`src/rtl/riscv_mem_arbiter_if.sv`:
```
// One requester port of riscv_mem_arbiter (request fields, accept strobe, response).
// master = requester side, slave = arbiter side.
interface riscv_mem_arbiter_if #(
  parameter int unsigned ADDR_W = 14,
  parameter int unsigned DATA_W = 32
);
  logic              req;
  logic              we;
  logic [3:0]        be;
  logic [ADDR_W-1:0] addr;
  logic [DATA_W-1:0] wdata;
  logic              ready;
  logic              rvalid;
  logic [DATA_W-1:0] rdata;

  modport master (
    output req, we, be, addr, wdata,
    input  ready, rvalid, rdata
  );

  modport slave (
    input  req, we, be, addr, wdata,
    output ready, rvalid, rdata
  );
endinterface

```
`src/rtl/riscv_mem_arbiter.sv`:
```
// Two-requester (CPU / UART programmer) arbiter for the shared data-memory port, one transaction
// in flight. Define MEM_ARB_RR_EN for round-robin; otherwise UPG has fixed priority over CPU.
module riscv_mem_arbiter #(
  parameter int unsigned ADDR_W  = 14,
  parameter int unsigned DATA_W  = 32,
  parameter int unsigned MEM_LAT = 1
) (
  input  logic                      i_clk,
  input  logic                      i_rst_n,
  input  logic                      i_upg_active,
  riscv_mem_arbiter_if.slave        io_cpu,
  riscv_mem_arbiter_if.slave        io_upg,
  output logic                      o_mem_en,
  output logic                      o_mem_we,
  output logic [3:0]                o_mem_be,
  output logic [ADDR_W-1:0]         o_mem_addr,
  output logic [DATA_W-1:0]         o_mem_wdata,
  input  logic [DATA_W-1:0]         i_mem_rdata
);

  localparam logic [2:0] LatInit = 3'(MEM_LAT);

  typedef enum logic {StIdle, StBusy} state_e;

  state_e     r_state;
  logic [2:0] r_cnt;
  logic       r_owner_upg;
  logic       r_cpu_rvalid;
  logic       r_upg_rvalid;
`ifdef MEM_ARB_RR_EN
  logic       r_rr_last_upg;
`endif

  logic w_elig_cpu;
  logic w_elig_upg;
  logic w_win_upg;
  logic w_grant;

  always_comb begin
    w_elig_upg = io_upg.req;
    w_elig_cpu = io_cpu.req & ~i_upg_active;
`ifdef MEM_ARB_RR_EN
    // On a tie the side that did not win last time gets the port.
    w_win_upg  = w_elig_upg & (~w_elig_cpu | ~r_rr_last_upg);
`else
    w_win_upg  = w_elig_upg;
`endif
    // Gated by reset so nothing is accepted while the block is held in reset.
    w_grant    = i_rst_n & (r_state == StIdle) & (w_elig_cpu | w_elig_upg);
  end

  always_comb begin
    o_mem_en     = w_grant;
    o_mem_we     = w_grant & (w_win_upg ? io_upg.we : io_cpu.we);
    o_mem_be     = w_win_upg ? io_upg.be    : io_cpu.be;
    o_mem_addr   = w_win_upg ? io_upg.addr  : io_cpu.addr;
    o_mem_wdata  = w_win_upg ? io_upg.wdata : io_cpu.wdata;
    io_cpu.ready  = w_grant & ~w_win_upg;
    io_upg.ready  = w_grant & w_win_upg;
    io_cpu.rvalid = r_cpu_rvalid;
    io_upg.rvalid = r_upg_rvalid;
    io_cpu.rdata  = i_mem_rdata;
    io_upg.rdata  = i_mem_rdata;
  end

  // rvalid is registered one cycle ahead so it is high exactly while r_cnt == 1 in StBusy.
  always_ff @(posedge i_clk or negedge i_rst_n) begin
    if (!i_rst_n) begin
      r_state       <= StIdle;
      r_cnt         <= 3'd0;
      r_owner_upg   <= 1'b0;
      r_cpu_rvalid  <= 1'b0;
      r_upg_rvalid  <= 1'b0;
`ifdef MEM_ARB_RR_EN
      r_rr_last_upg <= 1'b1;
`endif
    end else begin
      r_cpu_rvalid <= 1'b0;
      r_upg_rvalid <= 1'b0;
      case (r_state)
        StIdle: begin
          if (w_grant) begin
            r_owner_upg   <= w_win_upg;
            r_cnt         <= LatInit;
            r_state       <= StBusy;
`ifdef MEM_ARB_RR_EN
            r_rr_last_upg <= w_win_upg;
`endif
            if (LatInit == 3'd1) begin
              r_cpu_rvalid <= ~w_win_upg;
              r_upg_rvalid <= w_win_upg;
            end
          end
        end
        StBusy: begin
          r_cnt <= r_cnt - 3'd1;
          if (r_cnt == 3'd2) begin
            r_cpu_rvalid <= ~r_owner_upg;
            r_upg_rvalid <= r_owner_upg;
          end
          if (r_cnt == 3'd1) begin
            r_state <= StIdle;
          end
        end
        default: r_state <= StIdle;
      endcase
    end
  end

endmodule

```
`src/flat_wrapper.sv`:
```
// flat-port wrapper written by rule: the top's interface ports become plain ports
module riscv_mem_arbiter_flat 
#(
  parameter int unsigned ADDR_W  = 14,
  parameter int unsigned DATA_W  = 32,
  parameter int unsigned MEM_LAT = 1
)
  (i_clk, i_rst_n, i_upg_active, o_mem_en, o_mem_we, o_mem_be, o_mem_addr, o_mem_wdata, i_mem_rdata, io_cpu_req, io_cpu_we, io_cpu_be, io_cpu_addr, io_cpu_wdata, io_cpu_ready, io_cpu_rvalid, io_cpu_rdata, io_upg_req, io_upg_we, io_upg_be, io_upg_addr, io_upg_wdata, io_upg_ready, io_upg_rvalid, io_upg_rdata);
  riscv_mem_arbiter_if #(.ADDR_W(ADDR_W), .DATA_W(DATA_W)) io_cpu_i ();
  riscv_mem_arbiter_if #(.ADDR_W(ADDR_W), .DATA_W(DATA_W)) io_upg_i ();
  input  logic i_clk;
  input  logic i_rst_n;
  input  logic i_upg_active;
  output logic o_mem_en;
  output logic o_mem_we;
  output logic [3:0] o_mem_be;
  output logic [ADDR_W-1:0] o_mem_addr;
  output logic [DATA_W-1:0] o_mem_wdata;
  input  logic [DATA_W-1:0] i_mem_rdata;
  input wire logic [$bits(io_cpu_i.req)-1:0] io_cpu_req;
  input wire logic [$bits(io_cpu_i.we)-1:0] io_cpu_we;
  input wire logic [$bits(io_cpu_i.be)-1:0] io_cpu_be;
  input wire logic [$bits(io_cpu_i.addr)-1:0] io_cpu_addr;
  input wire logic [$bits(io_cpu_i.wdata)-1:0] io_cpu_wdata;
  output wire logic [$bits(io_cpu_i.ready)-1:0] io_cpu_ready;
  output wire logic [$bits(io_cpu_i.rvalid)-1:0] io_cpu_rvalid;
  output wire logic [$bits(io_cpu_i.rdata)-1:0] io_cpu_rdata;
  input wire logic [$bits(io_upg_i.req)-1:0] io_upg_req;
  input wire logic [$bits(io_upg_i.we)-1:0] io_upg_we;
  input wire logic [$bits(io_upg_i.be)-1:0] io_upg_be;
  input wire logic [$bits(io_upg_i.addr)-1:0] io_upg_addr;
  input wire logic [$bits(io_upg_i.wdata)-1:0] io_upg_wdata;
  output wire logic [$bits(io_upg_i.ready)-1:0] io_upg_ready;
  output wire logic [$bits(io_upg_i.rvalid)-1:0] io_upg_rvalid;
  output wire logic [$bits(io_upg_i.rdata)-1:0] io_upg_rdata;
  assign io_cpu_i.req = io_cpu_req;
  assign io_cpu_i.we = io_cpu_we;
  assign io_cpu_i.be = io_cpu_be;
  assign io_cpu_i.addr = io_cpu_addr;
  assign io_cpu_i.wdata = io_cpu_wdata;
  assign io_cpu_ready = io_cpu_i.ready;
  assign io_cpu_rvalid = io_cpu_i.rvalid;
  assign io_cpu_rdata = io_cpu_i.rdata;
  assign io_upg_i.req = io_upg_req;
  assign io_upg_i.we = io_upg_we;
  assign io_upg_i.be = io_upg_be;
  assign io_upg_i.addr = io_upg_addr;
  assign io_upg_i.wdata = io_upg_wdata;
  assign io_upg_ready = io_upg_i.ready;
  assign io_upg_rvalid = io_upg_i.rvalid;
  assign io_upg_rdata = io_upg_i.rdata;
  riscv_mem_arbiter #(.ADDR_W(ADDR_W), .DATA_W(DATA_W), .MEM_LAT(MEM_LAT)) u_core (.i_clk(i_clk), .i_rst_n(i_rst_n), .i_upg_active(i_upg_active), .io_cpu(io_cpu_i), .io_upg(io_upg_i), .o_mem_en(o_mem_en), .o_mem_we(o_mem_we), .o_mem_be(o_mem_be), .o_mem_addr(o_mem_addr), .o_mem_wdata(o_mem_wdata), .i_mem_rdata(i_mem_rdata));
endmodule
```
`config.mk`:
```
export PLATFORM = sky130hd
export DESIGN_NAME = riscv_mem_arbiter_flat
export DESIGN_NICKNAME = d
export VERILOG_FILES = /design/src/rtl/riscv_mem_arbiter_if.sv /design/src/rtl/riscv_mem_arbiter.sv /design/src/flat_wrapper.sv
export SDC_FILE = /design/constraint.sdc
export NUM_CORES = 1
export LEC_CHECK = 0
export ABC_CLOCK_PERIOD_IN_PS = 1250
export BUFFER_PORTS_ARGS = -buffer_cell sky130_fd_sc_hd__buf_4
export CAP_MARGIN = 20
export CORE_AREA = 2 2 102 104
export CTS_CLUSTER_DIAMETER = 120
export DETAILED_ROUTE_END_ITERATION = 8
export DIE_AREA = 0 0 104 106
export GPL_TIMING_DRIVEN = 0
export HOLD_SLACK_MARGIN = 0.05
export PLACE_DENSITY_LB_ADDON = 0.25
export SLEW_MARGIN = 20
export SYNTH_ARGS = -nofsm -noshare
export SYNTH_HDL_FRONTEND = slang
export SYNTH_SLANG_ARGS = --single-unit
```
`constraint.sdc`:
```
create_clock -name i_clk -period 1.25 [get_ports i_clk]
set_clock_uncertainty 0.15 [all_clocks]
set_input_delay 0.0625 -clock i_clk [delete_from_list [all_inputs] [get_ports i_clk]]
set_output_delay 0.0625 -clock i_clk [all_outputs]
set_load 0.005 [all_outputs]
```
# --- After elaboration in Yosys (flattened, before gate mapping) ---
# Cells that the tools add are included.
word_totals:
  elab_cells: 36
  regBits: 7
  inputBits: 139
classes:
  reduce_logical: 1
  eq_ne: 3
  bitwise: 11
  add_sub_neg: 1
  mux: 15
ops:
  columns: ["cell", "n"]
  rows:
  - ["2-to-1 mux 32 bit", 1]
  - ["2-to-1 mux 14 bit", 1]
  - ["2-to-1 mux 1 bit", 7]
  - ["bitwise AND 1 bit", 6]
  - ["case mux 1 bit (2 select lines)", 3]
  - ["case mux 3 bit (2 select lines)", 1]
  - ["2-to-1 mux 4 bit", 1]
  - ["NOT 1 bit", 4]
  - ["equality test 3 x 1 -> 1 bit (second input constant)", 1]
  - ["equality test 3 x 2 -> 1 bit (second input constant)", 1]
  - ["2-to-1 mux 3 bit", 1]
  - ["subtractor 3 x 1 -> 3 bit (second input constant)", 1]
  - ["inequality test 2 x 1 -> 1 bit (second input constant)", 1]
  - ["AND reduction 2 bit", 1]
  - ["OR 1 bit", 1]

# --- Longest topological paths before layout ---
depth:
  word_depth: 6
  depth_mapped: 5

# --- Worst setup path before layout ---
# Ideal clock, no wire load.
synth_path:
  kind: "register -> register"
  from: "register u_core.r_state"
  to: "register u_core.r_cpu_rvalid (netlist: u_core.io_cpu.rvalid)"
  arrival_time_ns: 0.917
  setup_time_ns: 0.078
  setup_slack_ns: 0.105
  stages_incl_launch_ff: 5
  path_buffers: 1
  cell_sequence: "dfrtp_1 -> buf_6 -> nand2b_4 -> nor3_2 -> o21bai_1"
synth_via:
  elab_chain_cells: 5
synth_lines:
  columns: ["element", "line_no", "source"]
  rows:
  - ["from (decl)", "riscv_mem_arbiter.sv:25", "state_e r_state;"]
  - ["from (signal assigned)", "riscv_mem_arbiter.sv:69", "r_state <= StIdle;"]
  - ["from (signal assigned)", "riscv_mem_arbiter.sv:85", "r_state <= StBusy;"]
  - ["from (signal assigned)", "riscv_mem_arbiter.sv:102", "r_state <= StIdle;"]
  - ["NOT 1 bit (no source line)", null, null]
  - ["bitwise AND 1 bit (2 in series)", "riscv_mem_arbiter.sv:49", "w_grant = i_rst_n & (r_state == StIdle) & (w_elig_cpu | w_elig_upg);"]
  - ["2-to-1 mux 1 bit", "riscv_mem_arbiter.sv:82", "if (w_grant) begin"]
  - ["case mux 1 bit (2 select lines) (*)", "riscv_mem_arbiter.sv:80", "case (r_state)"]
  - ["to (signal assigned)", "riscv_mem_arbiter.sv:90", "r_cpu_rvalid <= ~w_win_upg;"]
  - ["to (signal assigned)", "riscv_mem_arbiter.sv:98", "r_cpu_rvalid <= ~r_owner_upg;"]
  - ["to (decl)", "riscv_mem_arbiter.sv:28", "logic r_cpu_rvalid;"]
# Every way passes the cells marked *; elsewhere a longest branch is shown, timed or not.
# A chain may end at the register's enable or synchronous reset.

# --- Final worst setup path ---
layout_path:
  from: "register u_core.r_state"
  to: "output o_mem_we"
layout_via:
  elab_chain_cells: 4
layout_lines:
  columns: ["element", "line_no", "source"]
  rows:
  - ["NOT 1 bit (no source line)", null, null]
  - ["bitwise AND 1 bit (2 in series)", "riscv_mem_arbiter.sv:49", null]
  - ["bitwise AND 1 bit", "riscv_mem_arbiter.sv:54", "o_mem_we = w_grant & (w_win_upg ? io_upg.we : io_cpu.we);"]
  - ["to (decl)", "flat_wrapper.sv:15", "output logic o_mem_we;"]
# No other way between the ends.

==> results.toml <==
[critical_path]
crit_path_end_kind = "output pin"
crit_type = "flip-flop to output pin"
critPathLaunchType = "flip-flop"
r2r_cells = 5
cp.required_ns = 1.04
cp_max_fo = 3
cp.arrival_ns = 1.06

[timing]
timing.final.crit_period_ns = 1.27
fmax_mhz = 785
drv_slew = 0
fin_hold_ws_ns = 0.0657
min_period_over_period_pct = 102
max_slew_margin_pct = 76.1
finalSetupViolCount = 4
grt_setup_unrepaired = "true"
hold_viol = 0
tightest_slew_ns = 0.357
setup_slack_ns = -0.0232

[synthesis]
syn_area_per_cell_sq_um = 10.6
async_flop_share_pct = 100
synth_fp_nets = 302
ys_ff_latch = 7
ys_types = 23
seq_area_frac_synth_pct = 10.3
yosysTopAreaCell = "mux2_4"
synth.top_cell.area_share_pct = 42.4
syn_inst = 160
yosys-top-cells-area = "mux2_4 42%, buf_4 28%, dfrtp_1 10%, buf_6 4.6%, ha_1 2.2%"
mappedNetlistArea_sq_um = 1700
ys.flop_type = "dfrtp_1"
yosys_warnings = 0
synth_enable_flop_cells = 0

[floorplan]
die_area_sq_um = 11000
coreArea_sq_um = 10000
fp.dieH_microns = 106
initial_core_util_pct = 17.0
io_pins = 259
placementRows = 37
die_w_microns = 104

[clock_network]
cts_buffers = 3
root_buffer = "clkbuf_8"
clk_latency_ns = 0.23
clockBufferDepth = 2
htreeDepth = 1
cts_tree = "built"
cts.clk_slew.worst_paths_ns = 0.04
cts_sinks = 7

[power_and_ir_drop]
p_comb_share_pct = 69.1
p_sw_share_pct = 30.2
power_switching_mw = 0.708
leakagePower_nw = 2.10
ir_drop_mv = 0.361
p_int_mw = 1.64
sequentialPowerShare_pct = 17.1
cellPowerDensity_nw_per_um2 = 639
pwr-share-clk_pct = 13.8

[global_routing]
use_met3_pct = 3.43
grt_max_degree = 11
antenna_found_initial = 0
top_usage_layer = "met2"
grt_pass1_wl_mm = 9.49
grt_util_met2_pct = 21.1
grtUsageTotal_pct = 10.6
grt_pass1_vias = 1905
globalRouteOverflowTotal = 0
grtUsageMet1_pct = 10.8

[detailed_routing]
via_per_inst = 3.64
wire_per_inst_microns = 12.7
ant_nets = 0
drt-pass1-iter-count = 4
num_vias = 1933
postRouteWirelength_mm = 6.77
drt_iter0_markers = 55
drc = 0

[finish]
stdcell_count = 531
layout-drive-gt1-share_pct = 91.4
fin_nets = 538
finish.instance_area_sq_um = 3670
nFillCells = 1010
syn_to_final_growth_pct = 116
antenna_cells = 0

[placed_design]
placed_area_sq_um = 3560
place.gp.congestion = 0.733
placed_cells = 521
place_hpwl_mm = 5.91
portBuffers = 225

[outcome]
violations = "negative setup slack"
status = "complete, but fails checks"

[min_path]
hp-class = "primary input to flip-flop"
hold-path-cell-count = 4

[run]
max_cap_viol_count = 0
## placed cells by master (no fill, tap or decap), types with 2 or more instances in the layout
master      n
mux2_4     48
inv_1       5
clkbuf_8    3
dfrtp_1     7
nand2_1     5
nor2_1      2
ha_1        3
buf_4     293
o21ai_0     3
buf_6       8
mux2_2      2
## cells by family (layout without fill, tap and decap cells)
logic type | count (synthesis) | after routing | synth area share (%)
XOR/XNOR | 2 | 2 | 1.03
AO/OA/AOI/OAI | 6 | 6 | 3.02
flip-flops | 7 | 7 | 10.3
adder cells (fa/ha/maj) | 3 | 3 | 2.21
buffers and inverters | 77 | 312 | 34.2
multiplexers | 51 | 51 | 44.3
AND/OR/NAND/NOR | 14 | 14 | 4.86
## power by group through the flow
stage	Combinational [mW]	Sequential, mW	Clock [mW]
2_1_floorplan	0.816	0.385	0
5_1_grt	1.75	0.416	0.342
4_1_cts	1.67	0.391	0.334
3_3_place_gp	1.55	0.395	0
6_report	1.62	0.401	0.324
3_5_place_dp	1.58	0.395	0
## synth_stat cells, types with 2 or more instances
master and n:
buf_4 64, buf_6 7, dfrtp_1 7, ha_1 3
inv_1 5, mux2_2 2, mux2_4 48, nand2_1 5
nor2_1 3, o21ai_0 3
## area by class of cell
class	count	area (sq um)	area share, %
Tap cell	136	170	4.64
Clock buffer	4	45.0	1.23
Multi-Input combinational cell	76	956	26.1
Buffer	70	548	14.9
Timing Repair Buffer	232	1750	47.7
Sequential cell	7	175	4.77
Inverter	6	22.5	0.614
## state kept, by name, summed over array words and instances, names as in the netlist
| signal | count |
|---|---|
| u_core.r_cnt | 3 |
| u_core.io_cpu.rvalid | 1 |
| u_core.io_upg.rvalid | 1 |
| u_core.r_owner_upg | 1 |
| u_core.r_state | 1 |
## path summary, 6_finish.rpt
| kind | start | end | slack, ns |
|---|---|---|---|
| setup / recovery | u_core.r_state | o_mem_we | -0.02 |
| hold / removal | i_rst_n | u_core.r_owner_upg | 0.07 |
| setup reg to reg | u_core.r_cnt[0] | u_core.r_cnt[2] | 0.06 |
| hold reg to reg | u_core.r_owner_upg | u_core.io_cpu.rvalid | 0.34 |
| max in group asynchronous | i_rst_n | u_core.r_owner_upg | 0.53 |
| min in group asynchronous | i_rst_n | u_core.r_cnt[2] | 0.16 |
## worst max-delay path, stage by stage, from the launching register on
cell and delay, ns:
dfrtp_1 0.41, nor2b_4 0.15, o21ai_4 0.09, nor2_2 0.08, buf_4 0.11
## timing repair
action | CTS | global route
setup endpoints to repair | 4 | 6
setup buffers | 4 | 3
endpoints found under the hold margin | 7 | 0
hold buffers | 1 | 0
pin swaps | 3 | 0
resized for setup | 4 | 2
## per-layer routing
metal | wire, microns | up-vias
met3 | 753 | 6
li1 | - | 935
met4 | 72 | 0
met2 | 3630 | 146
met1 | 2310 | 846
met5 | 0 | -
## per-stage QoR
step | utilization, % | TNS, ns | setup WS, ns | power [mW]
after floorplan | - | 0 | 0.105 | 1.20
after global placement | 35.6 | 0 | 0.0613 | 1.94
after detailed placement | 35.6 | 0 | 0.0493 | 1.97
after CTS | 36.6 | -0.300 | -0.101 | 2.39
after global routing | 36.7 | -0.303 | -0.0977 | 2.51
final | 36.7 | -0.0449 | -0.0232 | 2.34
(Power assumes the default switching activity.)
